## config.mk

```make
export PLATFORM = sky130hd
export DESIGN_NAME = clkgate_arb
export DESIGN_NICKNAME = d
export VERILOG_FILES = /design/src/rtl/clkgate_pkg.sv /design/src/rtl/clkgate_cell.sv /design/src/rtl/clkgate_arb.sv
export SDC_FILE = /design/constraint.sdc
export NUM_CORES = 1
export LEC_CHECK = 0
export BUFFER_PORTS_ARGS = -buffer_cell sky130_fd_sc_hd__buf_2
export CAP_MARGIN = 40
export CELL_PAD_IN_SITES_DETAIL_PLACEMENT = 1
export CELL_PAD_IN_SITES_GLOBAL_PLACEMENT = 2
export CORE_ASPECT_RATIO = 0.9
export CORE_MARGIN = 1.5
export CORE_UTILIZATION = 25
export CTS_BUF_LIST = sky130_fd_sc_hd__clkbuf_8
export CTS_CLUSTER_SIZE = 16
export DETAILED_ROUTE_END_ITERATION = 6
export PLACE_DENSITY_LB_ADDON = 0.1
export SLEW_MARGIN = 20
export SYNTH_ARGS = -nofsm -noshare
export SYNTH_HDL_FRONTEND = slang
export SYNTH_SLANG_ARGS = --single-unit
```

## constraint.sdc

```tcl
create_clock -name clk -period 2.5 [get_ports clk]
set_clock_uncertainty 0.05 [all_clocks]
set_input_delay 0.5 -clock clk [delete_from_list [all_inputs] [get_ports clk]]
set_output_delay 0.5 -clock clk [all_outputs]
set_load 0.01 [all_outputs]
```

## src/rtl/clkgate_pkg.sv

```systemverilog
// clkgate_pkg: shared types and default sizing for the clock-gated RAM arbiter.
package clkgate_pkg;

    // FSM encoding; values are fixed because other blocks decode them.
    typedef enum logic [1:0] {
        IDLE   = 2'd0,
        WAKE   = 2'd1,
        ACTIVE = 2'd2
    } state_e;

    // Default geometry and gate-close delay (HOLD_CYC legal range 1..15).
    localparam int CLKGATE_AW       = 4;
    localparam int CLKGATE_DW       = 8;
    localparam int CLKGATE_HOLD_CYC = 4;

    // Round-robin pointer values.
    localparam logic RR_A = 1'b0;
    localparam logic RR_B = 1'b1;

    // Increment that sticks at the all-ones value instead of wrapping.
    function automatic logic [15:0] sat_inc16(input logic [15:0] value);
        if (value == 16'hFFFF) begin
            return value;
        end else begin
            return value + 16'd1;
        end
    endfunction

endpackage

```

## src/rtl/clkgate_cell.sv

```systemverilog
// clkgate_cell: glitch-free clock gate. The enable is captured by a latch
// that is open only while clk is low, so it can never change while clk is
// high and the AND output cannot produce a runt pulse.
module clkgate_cell (
    input  logic clk,
    input  logic en,
    output logic gclk
);

    logic en_lat_r;

    // Transparent-low enable latch.
    always_latch begin
        if (!clk) begin
            en_lat_r <= en;
        end
    end

    assign gclk = clk & en_lat_r;

endmodule

```

## src/rtl/clkgate_arb.sv

```systemverilog
// clkgate_arb: two-requester round-robin front end for a single-port RAM.
// The RAM clock is gated off after HOLD_CYC request-free cycles and is woken
// with one WAKE cycle before accesses resume. Grants, acks and the RAM command
// are decoded in the same cycle as the request so back-to-back traffic runs
// at one access per cycle.
// Optional build macro: CLKGATE_ARB_STATS_EN adds the gated_cycles counter.
module clkgate_arb
    import clkgate_pkg::*;
#(
    parameter int AW       = CLKGATE_AW,
    parameter int DW       = CLKGATE_DW,
    parameter int HOLD_CYC = CLKGATE_HOLD_CYC
) (
    input  logic          clk,
    input  logic          rst,
    input  logic          a_req,
    input  logic          a_wr,
    input  logic [AW-1:0] a_addr,
    input  logic [DW-1:0] a_wdata,
    output logic          a_ack,
    output logic          a_rvalid,
    input  logic          b_req,
    input  logic          b_wr,
    input  logic [AW-1:0] b_addr,
    input  logic [DW-1:0] b_wdata,
    output logic          b_ack,
    output logic          b_rvalid,
    output logic [DW-1:0] rdata,
    output logic          gclk,
    output logic          ram_en,
    output logic          ram_wr,
    output logic [AW-1:0] ram_addr,
    output logic [DW-1:0] ram_d,
`ifdef CLKGATE_ARB_STATS_EN
    output logic [15:0]   gated_cycles,
`endif
    input  logic [DW-1:0] ram_q
);

    localparam logic [3:0] HOLD_LIM = 4'(HOLD_CYC);

    state_e        state_r;
    state_e        state_n;
    logic [3:0]    hold_cnt_r;
    logic [3:0]    hold_cnt_n;
    logic [3:0]    hold_inc_s;
    logic          rr_r;
    logic          rr_n;
    logic          gate_en_r;
    logic          gate_en_n;
    logic          cell_en_s;
    logic          a_rv_r;
    logic          b_rv_r;
    logic          a_rv_n;
    logic          b_rv_n;
    logic [AW-1:0] addr_last_r;
    logic [DW-1:0] data_last_r;
    logic          grant_a_s;
    logic          grant_b_s;
    logic          grant_any_s;

    // Round-robin arbitration; grants only while the gate is fully open.
    // Grants are suppressed during reset so no requester sees a lost ack.
    always_comb begin
        grant_a_s = 1'b0;
        grant_b_s = 1'b0;
        if ((state_r == ACTIVE) && !rst) begin
            if (a_req && b_req) begin
                if (rr_r == RR_A) begin
                    grant_a_s = 1'b1;
                end else begin
                    grant_b_s = 1'b1;
                end
            end else begin
                grant_a_s = a_req;
                grant_b_s = b_req;
            end
        end else begin
            grant_a_s = 1'b0;
            grant_b_s = 1'b0;
        end
    end

    assign grant_any_s = grant_a_s | grant_b_s;
    assign hold_inc_s  = hold_cnt_r + 4'd1;

    // Next state, hold counter and round-robin pointer.
    always_comb begin
        state_n    = state_r;
        hold_cnt_n = hold_cnt_r;
        rr_n       = rr_r;
        case (state_r)
            IDLE: begin
                hold_cnt_n = 4'd0;
                if (a_req || b_req) begin
                    state_n = WAKE;
                end else begin
                    state_n = IDLE;
                end
            end
            WAKE: begin
                hold_cnt_n = 4'd0;
                state_n    = ACTIVE;
            end
            ACTIVE: begin
                if (grant_any_s) begin
                    // A request in the closing cycle still wins and keeps us awake.
                    hold_cnt_n = 4'd0;
                    rr_n       = grant_a_s ? RR_B : RR_A;
                    state_n    = ACTIVE;
                end else if (hold_inc_s == HOLD_LIM) begin
                    hold_cnt_n = 4'd0;
                    state_n    = IDLE;
                end else begin
                    hold_cnt_n = hold_inc_s;
                    state_n    = ACTIVE;
                end
            end
            default: begin
                hold_cnt_n = 4'd0;
                state_n    = IDLE;
            end
        endcase
    end

    // RAM command and acks for the current winner; address/data hold when idle.
    always_comb begin
        a_ack    = grant_a_s;
        b_ack    = grant_b_s;
        ram_en   = grant_any_s;
        ram_wr   = 1'b0;
        ram_addr = addr_last_r;
        ram_d    = data_last_r;
        if (grant_a_s) begin
            ram_wr   = a_wr;
            ram_addr = a_addr;
            ram_d    = a_wdata;
        end else if (grant_b_s) begin
            ram_wr   = b_wr;
            ram_addr = b_addr;
            ram_d    = b_wdata;
        end else begin
            ram_wr   = 1'b0;
            ram_addr = addr_last_r;
            ram_d    = data_last_r;
        end
    end

    assign a_rv_n = grant_a_s & ~a_wr;
    assign b_rv_n = grant_b_s & ~b_wr;

    // Keep the gate open whenever we are awake or a read result is still due.
    assign gate_en_n = (state_n != IDLE) | a_rv_n | b_rv_n;

    // State and bookkeeping registers.
    always_ff @(posedge clk) begin
        if (rst) begin
            state_r     <= IDLE;
            hold_cnt_r  <= 4'd0;
            rr_r        <= RR_A;
            gate_en_r   <= 1'b0;
            a_rv_r      <= 1'b0;
            b_rv_r      <= 1'b0;
            addr_last_r <= {AW{1'b0}};
            data_last_r <= {DW{1'b0}};
        end else begin
            state_r     <= state_n;
            hold_cnt_r  <= hold_cnt_n;
            rr_r        <= rr_n;
            gate_en_r   <= gate_en_n;
            a_rv_r      <= a_rv_n;
            b_rv_r      <= b_rv_n;
            addr_last_r <= ram_addr;
            data_last_r <= ram_d;
        end
    end

    // A reset landing on the cycle a read result is due drops that result.
    assign a_rvalid = a_rv_r & ~rst;
    assign b_rvalid = b_rv_r & ~rst;
    assign rdata    = (a_rvalid | b_rvalid) ? ram_q : {DW{1'b0}};

    // Reset closes the gate before the next rising edge reaches the RAM.
    assign cell_en_s = gate_en_r & ~rst;

    clkgate_cell u_clkgate_cell (
        .clk  (clk),
        .en   (cell_en_s),
        .gclk (gclk)
    );

`ifdef CLKGATE_ARB_STATS_EN
    logic [15:0] gated_cnt_r;

    // Saturating count of cycles spent with the gate enable low.
    always_ff @(posedge clk) begin
        if (rst) begin
            gated_cnt_r <= 16'd0;
        end else if (!gate_en_r) begin
            gated_cnt_r <= sat_inc16(gated_cnt_r);
        end else begin
            gated_cnt_r <= gated_cnt_r;
        end
    end

    assign gated_cycles = gated_cnt_r;
`endif

endmodule

```

## After elaboration in Yosys (flattened, before gate mapping)

Index checks and enable logic that the tools add are counted.

- Register bits after elaboration: 22
- Latch bits: 1
- Input bits: 38
- Output and inout bits: 27
- Logic and storage cells: 54

- $add $sub $neg: 1
- Equal/unequal tests: 3
- Multiplexer cells: 19
- Bitwise logic cells: 14
- Reductions and logical operators: 8

Operator list:

| operator | number |
|---|---|
| 8-bit two-way mux | 3 |
| 1-bit two-way mux | 11 |
| 4-bit two-way mux | 2 |
| 1-bit bitwise AND | 6 |
| 2-bit case mux with 3 select lines | 1 |
| 4-bit by 1-bit adder with 4-bit output (second input constant) | 1 |
| 4-bit by 3-bit == test with 1-bit output (second input constant) | 1 |
| 2-bit two-way mux | 2 |
| 1-bit inverter | 4 |
| 1-bit OR | 4 |
| 4-bit OR reduction | 1 |
| 2-bit by 1-bit == test with 1-bit output (second input constant) | 1 |
| 2-bit == test (second input constant) | 1 |
| 1-bit logical AND | 2 |
| 2-bit zero test | 1 |
| 2-bit AND reduction | 1 |
| 2-bit nonzero test | 1 |
| 1-bit zero test | 1 |
| 1-bit logical OR | 1 |

## Logic depth before layout (Yosys ltp)

- Depth after elaboration: 9
- Mapped depth: 6
- Depth with buffers taken out: 4

## Modules after synthesis

From an unflattened synthesis, not the netlist that was laid out.

- Cells, all modules: 147
- Area, all modules: 1,231.2 um^2

By module, submodules not included:

| module | times used | cells each | area an instance (um^2) |
|---|---|---|---|
| clkgate_arb | 1 | 145 | 1,209.9 |
| clkgate_cell | 1 | 2 | 21.3 |

==> run summary <==
The run finished, with violations left. The checks that failed: setup timing. For the post-synthesis cell count, the log shows 147. Traced cell by cell, the critical path runs through and2_1 -> buf_2.

The first global-routing pass estimated 6910 µm of wire. Sequential cell area: 458 µm². The first-pass iteration count of the detailed router was 4; the buffering stage count on the worst path with inverters included was 1.

The number of buffers inserted for hold repair after clock tree synthesis was 0; the total routing resource utilization after global routing was 0.166. The net count of the finished layout is 254. For the count of synthesis-stage warnings from yosys, the log shows 0.

Measured along the y axis, the die boundary spans 69.6 µm. At the pin with the least slew margin, the transition time is 0.633 ns. The number of fill cells is 589, and the number of placement rows is 24. The worst setup path is captured at an output port.

The number of cells in the finished layout apart from fillers was 279; the required arrival time at the worst endpoint was 1.95 ns. After detailed placement, the total cell area comes to 1660 µm². The initial antenna violation count was 0; the share of async-settable or async-resettable flops after synthesis was 0.

The max-slew violation total from the final report came out at 0. Setup violations remaining at the end of the flow were counted as 2. TritonCTS built the clock tree.

Family with the most delay on the worst path: latches. For the area of the mapped netlist, the log shows 1230 µm². Detailed placement ended at an HPWL of 3050 µm. Clock transition at the register clock pins on the worst setup and hold paths after CTS: 0.08 ns.

Ranked by total cell area, the synthesized netlist is headed by sky130_fd_sc_hd__dfxtp_1 (36%), sky130_fd_sc_hd__a311oi_1 (8.5%), sky130_fd_sc_hd__o31ai_1 (7.3%). The pin count of the biggest net entering global routing was 25; the remaining global-route overflow was 0. At the later pin of the worst-skew pair, clock insertion delay measures 0.37 ns. The effective utilization at floorplan was 0.256; the via count of the first global-routing pass was 1,447.

The share of cells above drive strength 1 is 0.467. After synthesis, the netlist uses 33 different library cells. For the worst-case vdd ir drop, the log shows 214 µV.

65 I/O pins were placed. The number of design-rule violations left by the first detailed-router iteration is 35, and the count of endpoints failing hold in the final timing report is 0. 0 antenna diodes ended up in the layout.

Summing all non-filler instances in the final layout gives an area of 1820 µm². For this design the static power due to leakage is 0.795 nW. Among all cell types in the netlist, the one instantiated most often is sky130_fd_sc_hd__dfxtp_1.

The average detailed-routed wire length per instance is 15.4 µm. A synthesized cell averages 8.38 µm². The die covers 5360 µm². The top fanout value on the critical path works out to 1.

STA classifies the critical path startpoint as a latch. The design draws 0.916 mW. The run gives 186 as the net count after synthesis. OpenSTA, run right after detailed placement, puts the worst setup slack at 0.120 ns. Primary flip-flop cell chosen by synthesis mapping: sky130_fd_sc_hd__dfxtp_1. From left edge to right edge, the die measures 77.0 µm. Compared with the post-synthesis result, the final layout area differs by 47.8%.

Data arrival at the endpoint of the critical path: 2.26 ns. The synthesized design contains 23 register bits. Routability-driven placement finished with a final weighted congestion of 0.758.

The largest individual stage delay along the critical path comes from the cell sky130_fd_sc_hd__dlxtn_1. The detail route stage leaves a number of antenna-violating nets equal to 0. Setup repair after global routing could not meet its margin everywhere. The number of violations of the max-capacitance limit is 0, and the total detailed-routing wirelength is 4300 µm.

Of all cell types, the one taking the most synthesized area is sky130_fd_sc_hd__dfxtp_1. By startpoint and endpoint, the worst setup path is classified as latch -> out. Path class of the lowest-slack min-delay path: in -> reg. In this run the tool buffered the top-level ports with 64 buffer cells.

The multi-input logic area was 756 µm²; the average vias per placed instance was 5.16. Counting flops with a built-in enable in the synthesized netlist gives 0. The setup slack after layout is -0.307 ns, and the delay of the slowest cell on the worst path is 0.39 ns. The final standard cell utilization of the core was 0.379. The worst relative slew slack was 0.578; the power per cell area was 504 nW/µm². Buffers added to address setup during post-CTS repair amount to 0.

The routed layout has 1,440 vias. The detailed-route DRC error count was 0; the core outline area was 4800 µm². Share of Yosys cell area claimed by the top area cell type: 0.358.

The number of placed instances, taps included, is 272.
## cells in the final DEF (no fill, tap or decap), types with 2 or more instances in the layout
| master | count |
|---|---|
| sky130_fd_sc_hd__nand4_1 | 12 |
| sky130_fd_sc_hd__nand2b_1 | 3 |
| sky130_fd_sc_hd__inv_1 | 6 |
| sky130_fd_sc_hd__nand3_1 | 3 |
| sky130_fd_sc_hd__clkbuf_8 | 6 |
| sky130_fd_sc_hd__o31ai_2 | 12 |
| sky130_fd_sc_hd__nor2_1 | 8 |
| sky130_fd_sc_hd__dfxtp_1 | 20 |
| sky130_fd_sc_hd__and2_1 | 9 |
| sky130_fd_sc_hd__dfxtp_2 | 2 |
| sky130_fd_sc_hd__buf_4 | 9 |
| sky130_fd_sc_hd__a311oi_1 | 12 |
| sky130_fd_sc_hd__buf_2 | 64 |
| sky130_fd_sc_hd__a31oi_1 | 11 |
| sky130_fd_sc_hd__nor3_1 | 12 |
| sky130_fd_sc_hd__nor2b_1 | 4 |
| sky130_fd_sc_hd__xnor2_1 | 2 |
## logic make-up after synthesis
group / synth area share
AND/OR/NAND/NOR: 0.266
AO/OA/AOI/OAI: 0.263
flip-flops: 0.358
buffers and inverters: 0.0762
XOR/XNOR: 0.0142
adder cells (fa/ha/maj): 0.0102
latches: 0.0122
## state kept, by name (all words and copies together), names as in the netlist
register and flops:
rr_r 1, data_last_r 8, u_clkgate_cell.en_lat_r 1, state_r 2, a_rv_r 1, b_rv_r 1
addr_last_r 4, hold_cnt_r 4, gate_en_r 1
## where the power goes
part | total (mW) | switching (mW) | internal, mW
registers | 0.388 | 0.0108 | 0.378
clock network | 0.359 | 0.144 | 0.216
logic | 0.169 | 0.0946 | 0.0739
total | 0.916 | 0.249 | 0.667
## what timing repair did
action,in CTS,in global routing
endpoints found under the setup margin,14,14
endpoints found under the hold margin,0,0
pin swaps,0,1
gates resized for setup,8,9
## metrics by stage
stage	hold WS (ns)	TNS, ns
2_1_floorplan	0.368	0
3_3_place_gp	0.383	0
3_5_place_dp	0.395	0
4_1_cts	0.253	-0.310
5_1_grt	0.239	-1.09
6_report	0.256	-0.307
## area by class of cell
type                    count  area share
clock inverters             1     0.00206
well taps                  65      0.0447
inverters                   5      0.0103
clock buffers               7      0.0481
multi-input cells         104       0.415
repair buffers             74       0.228
flip-flops and latches     23       0.252
## final timing paths
check / start / end / slack, ns / depth (start not counted)
max: u_clkgate_cell.en_lat_r / gclk / -0.31 / 2
min: b_wr / b_rv_r / 0.26 / 2
max reg2reg: hold_cnt_r[0] / gate_en_r / 0.81 / 4
min reg2reg: hold_cnt_r[0] / hold_cnt_r[0] / 0.42 / 1
## metal layers
layer / vias to the layer above / share of wire / track usage
li1: 699 / - / -
met1: 687 / 0.46 / 0.208
met2: 50 / 0.46 / 0.256
met3: 4 / 0.072 / 0.0632
met4: 0 / 0.011 / 0.0707
met5: - / 0 / 0
(Power assumes the default switching activity.)
